==> src/rtl/regfile_pkg.sv <==
// Shared definitions for the multi-port register file: default widths and an address decoder.
// Latency: n/a (package only).
// Backpressure: n/a (package only).
package regfile_pkg;

   localparam int DATA_W_DEF = 16;
   localparam int ADDR_W_DEF = 3;

   // Largest address width the decoder handles; callers cast the result down to their own DEPTH.
   localparam int MAX_ADDR_W = 8;
   localparam int MAX_DEPTH  = 2 ** MAX_ADDR_W;

   // Address -> one-hot register-select vector.
   function automatic logic [MAX_DEPTH-1:0] addr2onehot(input logic [MAX_ADDR_W-1:0] addr);
      logic [MAX_DEPTH-1:0] oh;
      oh       = '0;
      oh[addr] = 1'b1;
      return oh;
   endfunction

endpackage

==> src/rtl/regfile_scoreboard.sv <==
// Per-register pending scoreboard: issue sets a register's bit, a write on either port clears it.
// Latency: set/clear take effect on the next rising edge; pending lookups are combinational.
// Backpressure: none; the hazard unit stalls on the reported pending bits.
// Ports: clock/reset; IssueEn/IssueReg mark a producer in flight; WE0/WR0, WE1/WR1 retire producers;
//        RReg1/RReg2 look up raw pending bits Pend1/Pend2 (no bypass or zero-register masking here).
module regfile_scoreboard
   import regfile_pkg::*;
#(
   parameter int ADDR_W   = ADDR_W_DEF,
   parameter int ZERO_REG = 1
) (
   input  logic              clock,
   input  logic              reset,
   input  logic              IssueEn,
   input  logic [ADDR_W-1:0] IssueReg,
   input  logic              WE0,
   input  logic [ADDR_W-1:0] WR0,
   input  logic              WE1,
   input  logic [ADDR_W-1:0] WR1,
   input  logic [ADDR_W-1:0] RReg1,
   input  logic [ADDR_W-1:0] RReg2,
   output logic              Pend1,
   output logic              Pend2
);

   localparam int DEPTH = 2 ** ADDR_W;

   logic [DEPTH-1:0] pending_q, pending_d;
   logic [DEPTH-1:0] set_vec, clr_vec;

   always_comb begin
      set_vec = '0;
      clr_vec = '0;
      if (IssueEn) set_vec = DEPTH'(addr2onehot(MAX_ADDR_W'(IssueReg)));
      if (WE0)     clr_vec = clr_vec | DEPTH'(addr2onehot(MAX_ADDR_W'(WR0)));
      if (WE1)     clr_vec = clr_vec | DEPTH'(addr2onehot(MAX_ADDR_W'(WR1)));
      // Register 0 never has a producer in flight when it is hardwired.
      if (ZERO_REG != 0) set_vec[0] = 1'b0;
      // Set is applied after clear: a new producer issued on the retiring edge keeps the bit.
      pending_d = (pending_q & ~clr_vec) | set_vec;
   end

   always_ff @(posedge clock or posedge reset) begin
      if (reset) pending_q <= '0;
      else       pending_q <= pending_d;
   end

   assign Pend1 = pending_q[RReg1];
   assign Pend2 = pending_q[RReg2];

endmodule

==> src/rtl/regfile_mp.sv <==
// Parametrised register file: two async read ports, two clocked write ports, bypass, zero reg, scoreboard.
// Latency: reads and Busy/Hazard are combinational; writes and issues land on the rising edge.
// Backpressure: none; Hazard is the stall request for the pipeline's hazard unit.
// Ports: RReg1/RReg2 -> RRead1/RRead2 read data and Busy1/Busy2 pending flags, Hazard = Busy1|Busy2;
//        WE0/WR0/WD0 and WE1/WR1/WD1 write ports (port 1 wins on same address); IssueEn/IssueReg scoreboard.
module regfile_mp
   import regfile_pkg::*;
#(
   parameter int DATA_W   = DATA_W_DEF,
   parameter int ADDR_W   = ADDR_W_DEF,
   parameter int ZERO_REG = 1,
   parameter int BYPASS   = 1
) (
   input  logic              clock,
   input  logic              reset,
   input  logic [ADDR_W-1:0] RReg1,
   input  logic [ADDR_W-1:0] RReg2,
   output logic [DATA_W-1:0] RRead1,
   output logic [DATA_W-1:0] RRead2,
   input  logic              WE0,
   input  logic [ADDR_W-1:0] WR0,
   input  logic [DATA_W-1:0] WD0,
   input  logic              WE1,
   input  logic [ADDR_W-1:0] WR1,
   input  logic [DATA_W-1:0] WD1,
   input  logic              IssueEn,
   input  logic [ADDR_W-1:0] IssueReg,
   output logic              Busy1,
   output logic              Busy2,
   output logic              Hazard
);

   localparam int DEPTH = 2 ** ADDR_W;

   logic [DATA_W-1:0] regs_q [DEPTH];
   logic [DATA_W-1:0] regs_d [DEPTH];
   logic              wr0_ok, wr1_ok;
   logic [ADDR_W-1:0] raddr  [2];
   logic              pend   [2];

   // Writes to a hardwired register 0 are dropped before they reach the array.
   assign wr0_ok = WE0 && !((ZERO_REG != 0) && (WR0 == '0));
   assign wr1_ok = WE1 && !((ZERO_REG != 0) && (WR1 == '0));

   always_comb begin
      regs_d = regs_q;
      if (wr0_ok) regs_d[WR0] = WD0;
      // Port 1 is applied last so it overrides port 0 on an address collision.
      if (wr1_ok) regs_d[WR1] = WD1;
   end

   always_ff @(posedge clock or posedge reset) begin
      if (reset) regs_q <= '{default: '0};
      else       regs_q <= regs_d;
   end

   regfile_scoreboard #(
      .ADDR_W   (ADDR_W),
      .ZERO_REG (ZERO_REG)
   ) u_scoreboard (
      .clock    (clock),
      .reset    (reset),
      .IssueEn  (IssueEn),
      .IssueReg (IssueReg),
      .WE0      (WE0),
      .WR0      (WR0),
      .WE1      (WE1),
      .WR1      (WR1),
      .RReg1    (RReg1),
      .RReg2    (RReg2),
      .Pend1    (pend[0]),
      .Pend2    (pend[1])
   );

   assign raddr[0] = RReg1;
   assign raddr[1] = RReg2;

   for (genvar k = 0; k < 2; k++) begin : g_rd
      logic              hit0, hit1, is_zero;
      logic [DATA_W-1:0] rd_val;
      logic              busy;

      always_comb begin
         is_zero = (ZERO_REG != 0) && (raddr[k] == '0);
         // Bypass is suppressed during reset so outputs read as the cleared array.
         hit0    = (BYPASS != 0) && !reset && WE0 && (WR0 == raddr[k]);
         hit1    = (BYPASS != 0) && !reset && WE1 && (WR1 == raddr[k]);
         rd_val  = regs_q[raddr[k]];
         if (hit0)    rd_val = WD0;
         if (hit1)    rd_val = WD1;
         if (is_zero) rd_val = '0;
         // A bypassed value is usable now, so the consumer need not wait for the retire edge.
         busy    = pend[k] && !hit0 && !hit1 && !is_zero;
      end
   end

   assign RRead1 = g_rd[0].rd_val;
   assign RRead2 = g_rd[1].rd_val;
   assign Busy1  = g_rd[0].busy;
   assign Busy2  = g_rd[1].busy;
   assign Hazard = Busy1 | Busy2;

endmodule

==> config.mk <==
export PLATFORM = sky130hd
export DESIGN_NAME = regfile_mp
export DESIGN_NICKNAME = d
export VERILOG_FILES = /design/src/rtl/regfile_pkg.sv /design/src/rtl/regfile_scoreboard.sv /design/src/rtl/regfile_mp.sv
export SDC_FILE = /design/constraint.sdc
export NUM_CORES = 1
export LEC_CHECK = 0
export CAP_MARGIN = 15
export CORE_MARGIN = 4
export CORE_UTILIZATION = 30
export CTS_CLUSTER_DIAMETER = 120
export DETAILED_ROUTE_END_ITERATION = 16
export PLACE_DENSITY_LB_ADDON = 0.1
export SYNTH_ARGS = -nofsm -noshare
export SYNTH_HDL_FRONTEND = slang
export SYNTH_HIERARCHICAL = 1
export SYNTH_SLANG_ARGS = --single-unit
==> constraint.sdc <==
create_clock -name clock -period 7.2 [get_ports clock]
set_clock_uncertainty 0.15 [all_clocks]
set_input_delay 1.44 -clock clock [delete_from_list [all_inputs] [get_ports clock]]
set_output_delay 1.44 -clock clock [all_outputs]
set_load 0.02 [all_outputs]
; After elaboration in Yosys (flattened, before gate mapping)
; Index checks and enable logic that the tools add are counted.
[totals]
reg_bits = 136
wordCells = 101
output_inout_bits = 35
in_bits = 52
[classes]
n_reduce_logical = 32
n_lt_le_gt_ge = 14
n_eq_ne = 4
muxes = 33
bitwise = 9
[ops]
columns = operator, count
row1 = bitwise mux 128 bit, 2
row2 = two-way mux 128 bit, 2
row3 = two-way mux 16 bit, 12
row4 = binary-select mux 16 bit (select 3 bit), 2
row5 = demux 16 bit (select 3 bit), 2
row6 = "less-than comparator 3 x 9 -> 1 bit, second input constant", 3
row7 = two-way mux 8 bit, 3
row8 = logical AND 1 bit, 19
row9 = "greater-or-equal comparator 4 bit, second input constant", 4
row10 = NOT 3 -> 4 bit, 4
row11 = OR 8 bit, 2
row12 = equality test 3 bit, 4
row13 = logical NOT 3 bit, 4
row14 = demux 1 bit (select 3 bit), 3
row15 = "greater-or-equal comparator 3 x 1 -> 1 bit, second input constant", 3
row16 = logical NOT 1 bit, 9
row17 = AND 8 bit, 1
row18 = "less-than comparator 3 x 4 -> 1 bit, second input constant", 2
row19 = "less-than comparator 4 x 1 -> 1 bit, second input constant", 2
row20 = NOT 8 bit, 1
row21 = binary-select mux 1 bit (select 3 bit), 2
row22 = two-way mux 1 bit, 5
row23 = OR 1 bit, 1

; Logic depth before layout (Yosys ltp)
[depth]
depth_word = 10
depth_mapped = 7

; Cells and area by module
; Netlist, hierarchy kept.
[modules_own_cells]
columns = module, cells_per_inst, n_inst, area_each_um2, seq_area_each_um2
row1 = regfile_mp, 902, 1, 8991.1, 3203.1
row2 = regfile_scoreboard, 45, 1, 579.3, 200.2

; Worst setup path after synthesis
; Ideal clock, no wire load.
[synth_path]
path_type = input port to output port
startpoint = input WE0
endpoint = output Hazard
t_required_ns = 5.610
t_arrival_ns = 2.709
cell_stages = 6
path_slack_ns = 2.901
cell_sequence = buf_4 and2b_1 and4_1 buf_6 nor3_2 or2_1
[synth_between]
elab_chain_cells = 7
word_cells_on_any_way = 12
[synth_lines]
columns = item, line_no
row1 = start: declaration, regfile_mp.sv:20  ; input logic WE0,
row2 = logical AND 1 bit (2 in a row), regfile_mp.sv:86  ; hit0 = (BYPASS != 0) && !reset && WE0 && (WR0 == raddr[k]);
row3 = logical NOT 1 bit, regfile_mp.sv:93  ; busy = pend[k] && !hit0 && !hit1 && !is_zero;
row4 = logical AND 1 bit (3 in a row), regfile_mp.sv:93
row5 = net Busy1, regfile_mp.sv:28  ; output logic Busy1,
row6 = OR 1 bit, regfile_mp.sv:101  ; assign Hazard = Busy1 | Busy2;
row7 = end: declaration, regfile_mp.sv:30  ; output logic Hazard
; The timed path passes the listed nets, and every way through them passes these cells.

; Worst setup path after layout
[layout_path]
startpoint = input RReg1[1]
endpoint = output RRead1[4]
[layout_between]
elab_chain_cells = 7
word_cells_on_any_way = 12
[layout_lines]
columns = item, line_no
row1 = start: declaration, regfile_mp.sv:16  ; input logic [ADDR_W-1:0] RReg1,
row2 = NOT 3 -> 4 bit (implied by the code), regfile_mp.sv:88  ; rd_val = regs_q[raddr[k]];
row3 = binary-select mux 16 bit (select 3 bit), regfile_mp.sv:88
row4 = two-way mux 16 bit (implied by the code) (2 in a row), regfile_mp.sv:88
row5 = two-way mux 16 bit, regfile_mp.sv:89  ; if (hit0) rd_val = WD0;
row6 = two-way mux 16 bit, regfile_mp.sv:90  ; if (hit1) rd_val = WD1;
row7 = two-way mux 16 bit (*), regfile_mp.sv:91  ; if (is_zero) rd_val = '0;
row8 = end: declaration, regfile_mp.sv:18  ; output logic [DATA_W-1:0] RRead1,
; Every way passes the cells marked *; elsewhere a longest branch is shown, timed or not. The select of a mux whose other input is x is not followed.

==> metrics.cfg <==
[status]
status=finished, final reports clean

[clock_tree]
tritoncts=built
path_clk_slew_ps=60
hold_buffers=0
post-cts-setup-buffer-count=0
clkLatencyLatePin_ps=420
numCtsBuffers=17
htreeDepth=4
clk_path_buf_depth=2
clock_sinks=136
ctsResizeCount=0
cts-root-buf=clkbuf_16

[global_route]
gr-usage-met3=0.0320
grt_use_total=0.201
overflow=0
first_global_vias=7640
grt_pass1_wl_um=53000
met1_usage=0.274
grt_max_degree=81
grt_util_met2=0.336
antenna_found_initial=0
globalRoute.busiestLayer=met2

[worst_hold_path]
holdCritPathClass=flip-flop to flip-flop
hold_path_startpoint=regs_q[122]
worstHoldPathCells=0
whs_endpoint=regs_q[122]

[place]
placed_cell_area_um2=10400
numPortBuffers=86
place.gp.congestion=0.788
dpl.hpwl_um=22800

[critical_path]
cp_top_family=buffers and inverters
r2r_end=regs_q[6]
path_buf_inv=3
r2r-start=regs_q[6]
crit_path_max_fanout=12
required_ps=5610
slowest_stage=clkdlybuf4s50_1
cp.arrival_ps=4520
cpPeakStageDelay_ps=880
path_class=input pin to primary output
r2r_cells=2
crit_path_start_kind=input pin
path_cells=clkdlybuf4s50_1 -> xnor2_1 -> and4_1 -> buf_4 -> a21oi_1 -> a21oi_1 -> clkdlybuf4s50_1
r2r_slack_ps=6240
end_kind=primary output

[sta]
clock.fmax_mhz=164
hold_viol=0
finalSetupViolCount=0
worst_slew_pin_slew_ps=1130
setup_tns_ps=0
rsz0062_at_grt=false
slew_viol_final=0
period_share=0.849
finalCriticalPeriod_ps=6110
slew_headroom=0.243

[finish]
area.growth.synth_to_final_pct=15.5
finalNetCount=1010
final_core_util=0.351
num_antenna_cells=0
drive_above_1_share=0.144
fillerInstances=3157
stdcell_area_um2=11100

[floorplanning]
die_h_um=187
io_pins=87
die_area_um2=34800
core.rowCount=65
start_util=0.304
die_w_um=187
core-area_um2=31500

[drt]
dr.first_iter.drc_count=569
drtAntennaViolNets=0
routed_wirelength_um=35500
vias_per_cell=5.43
wire_per_inst_um=25.9
num_vias=7456
drc=0
drtPass1Iterations=5

[power]
power_density_nw_per_um2=255
comb_power_share=0.277
p_leak_nw=4.61
ir_drop_mv=0.157
netSwitchingFraction=0.316
clkPwrFrac=0.358
p_sw_w=0.000889
p_seq_frac=0.365
p_int_w=0.00193

[job]
maxCapViolCount=0

[synthesis]
ys.warnings.count=6
avgSynthCellArea_um2=10.1
ys_seq_area_frac=0.356
yosysUniqueCellTypes=41
syn_inst=947
synthesis.area_um2=9570
synth_seq_cells=136
syn-num-nets=999

sequential cells by signal (all words and copies together), names as in the netlist:
register and count:
regs_q 128, u_scoreboard/pending_q 8
stage by stage:
step	cells	setup WS [ps]	total power, W	hold WS [ps]
final	1372	1090	0.00282	242
after global routing	1372	1020	0.00295	253
after CTS	1372	1110	0.00283	247
after detailed placement	1341	1130	0.00182	233
after global placement	1341	1130	0.00182	230
after floorplan	947	2200	0.00153	288
per-layer routing:
layer | vias to the layer above | part of all wire
met5 | - | 0
met2 | 135 | 0.49
met3 | 29 | 0.029
li1 | 3504 | -
met4 | 0 | 0.016
met1 | 3788 | 0.46
how the worst max path moves through the flow:
stage | from | end | slack, ps | cells past startpoint
6_report | RReg1[1] | RRead1[4] | 1090 | 7
5_1_grt | RReg2[1] | RRead2[9] | 1020 | 7
4_1_cts | RReg1[1] | RRead1[4] | 1110 | 7
3_5_place_dp | RReg1[1] | RRead1[4] | 1130 | 7
3_3_place_gp | RReg1[1] | RRead1[4] | 1130 | 7
2_1_floorplan | reset | regs_q[0] | 2200 | 1
logic make-up after synthesis:
logic type / after synthesis / synth area share
XOR/XNOR: 12 / 0.0110
AO/OA/AOI/OAI: 279 / 0.175
buffers and inverters: 134 / 0.0903
multiplexers: 214 / 0.272
flip-flops: 136 / 0.356
AND/OR/NAND/NOR: 172 / 0.0966
cells in the final DEF (no fill, tap or decap), types with 4 or more instances in the layout:
cell	n
xnor2_1	12
mux2i_1	176
clkdlybuf4s50_1	84
clkbuf_16	17
o21ai_0	50
a32o_1	7
o21ai_1	30
nor2_1	65
buf_4	38
nor2b_1	5
and2_1	4
a21oi_2	22
and4_1	4
nand2_1	51
dfrtp_1	136
a22oi_1	32
nand4b_1	12
o211ai_1	32
mux4_2	35
bufinv_16	6
or4bb_1	6
nand4_1	5
a21oi_1	106
cell type report:
cell class	instances	area (um2)	share of cell area
Sequential cell	136	3400	0.308
Tap cell	402	503	0.0455
Timing Repair Buffer	124	1170	0.106
Multi-Input combinational cell	677	5310	0.480
Clock inverter	12	225	0.0204
Inverter	2	12.5	0.00113
Clock buffer	19	433	0.0392
power by group through the flow:
stage,Sequential (W),Clock [W],Combinational [W]
floorplan,0.00100,0,0.000529
global placement,0.00104,0,0.000781
detailed placement,0.00104,0,0.000783
CTS,0.00103,0.00102,0.000784
global route,0.00105,0.00106,0.000845
finish,0.00103,0.00101,0.000781
synth_stat cells:
cell | n | area share
buf_6 | 18 | 0.021
nor2_1 | 65 | 0.025
mux4_2 | 35 | 0.082
nor3b_1 | 1 | 0.00078
a21oi_1 | 106 | 0.055
and2_1 | 4 | 0.0026
nand2_1 | 51 | 0.020
nand4_1 | 5 | 0.0033
a22oi_1 | 32 | 0.025
and2b_1 | 2 | 0.0016
a32o_1 | 7 | 0.0073
or2_1 | 1 | 0.00065
and4bb_1 | 1 | 0.0013
and4_1 | 4 | 0.0037
nor3_2 | 2 | 0.0021
nand4_2 | 3 | 0.0039
dfrtp_1 | 136 | 0.36
nand4b_1 | 12 | 0.011
mux2_2 | 2 | 0.0024
nor2b_1 | 5 | 0.0033
o211ai_1 | 32 | 0.025
nor3_4 | 1 | 0.0017
buf_2 | 12 | 0.0063
and4bb_2 | 3 | 0.0039
mux2i_1 | 176 | 0.18
nor4b_1 | 2 | 0.0018
o21ai_1 | 30 | 0.016
nor3_1 | 1 | 0.00052
buf_12 | 4 | 0.0084
buf_4 | 21 | 0.016
or4bb_1 | 6 | 0.0071
xnor2_1 | 12 | 0.011
buf_8 | 6 | 0.0094
mux4_1 | 1 | 0.0027
clkbuf_1 | 49 | 0.019
inv_1 | 2 | 0.00078
o21ai_0 | 50 | 0.026
buf_1 | 22 | 0.0086
nand2_2 | 1 | 0.00065
or3_1 | 2 | 0.0013
a21oi_2 | 22 | 0.020
(Power assumes the default switching activity.)
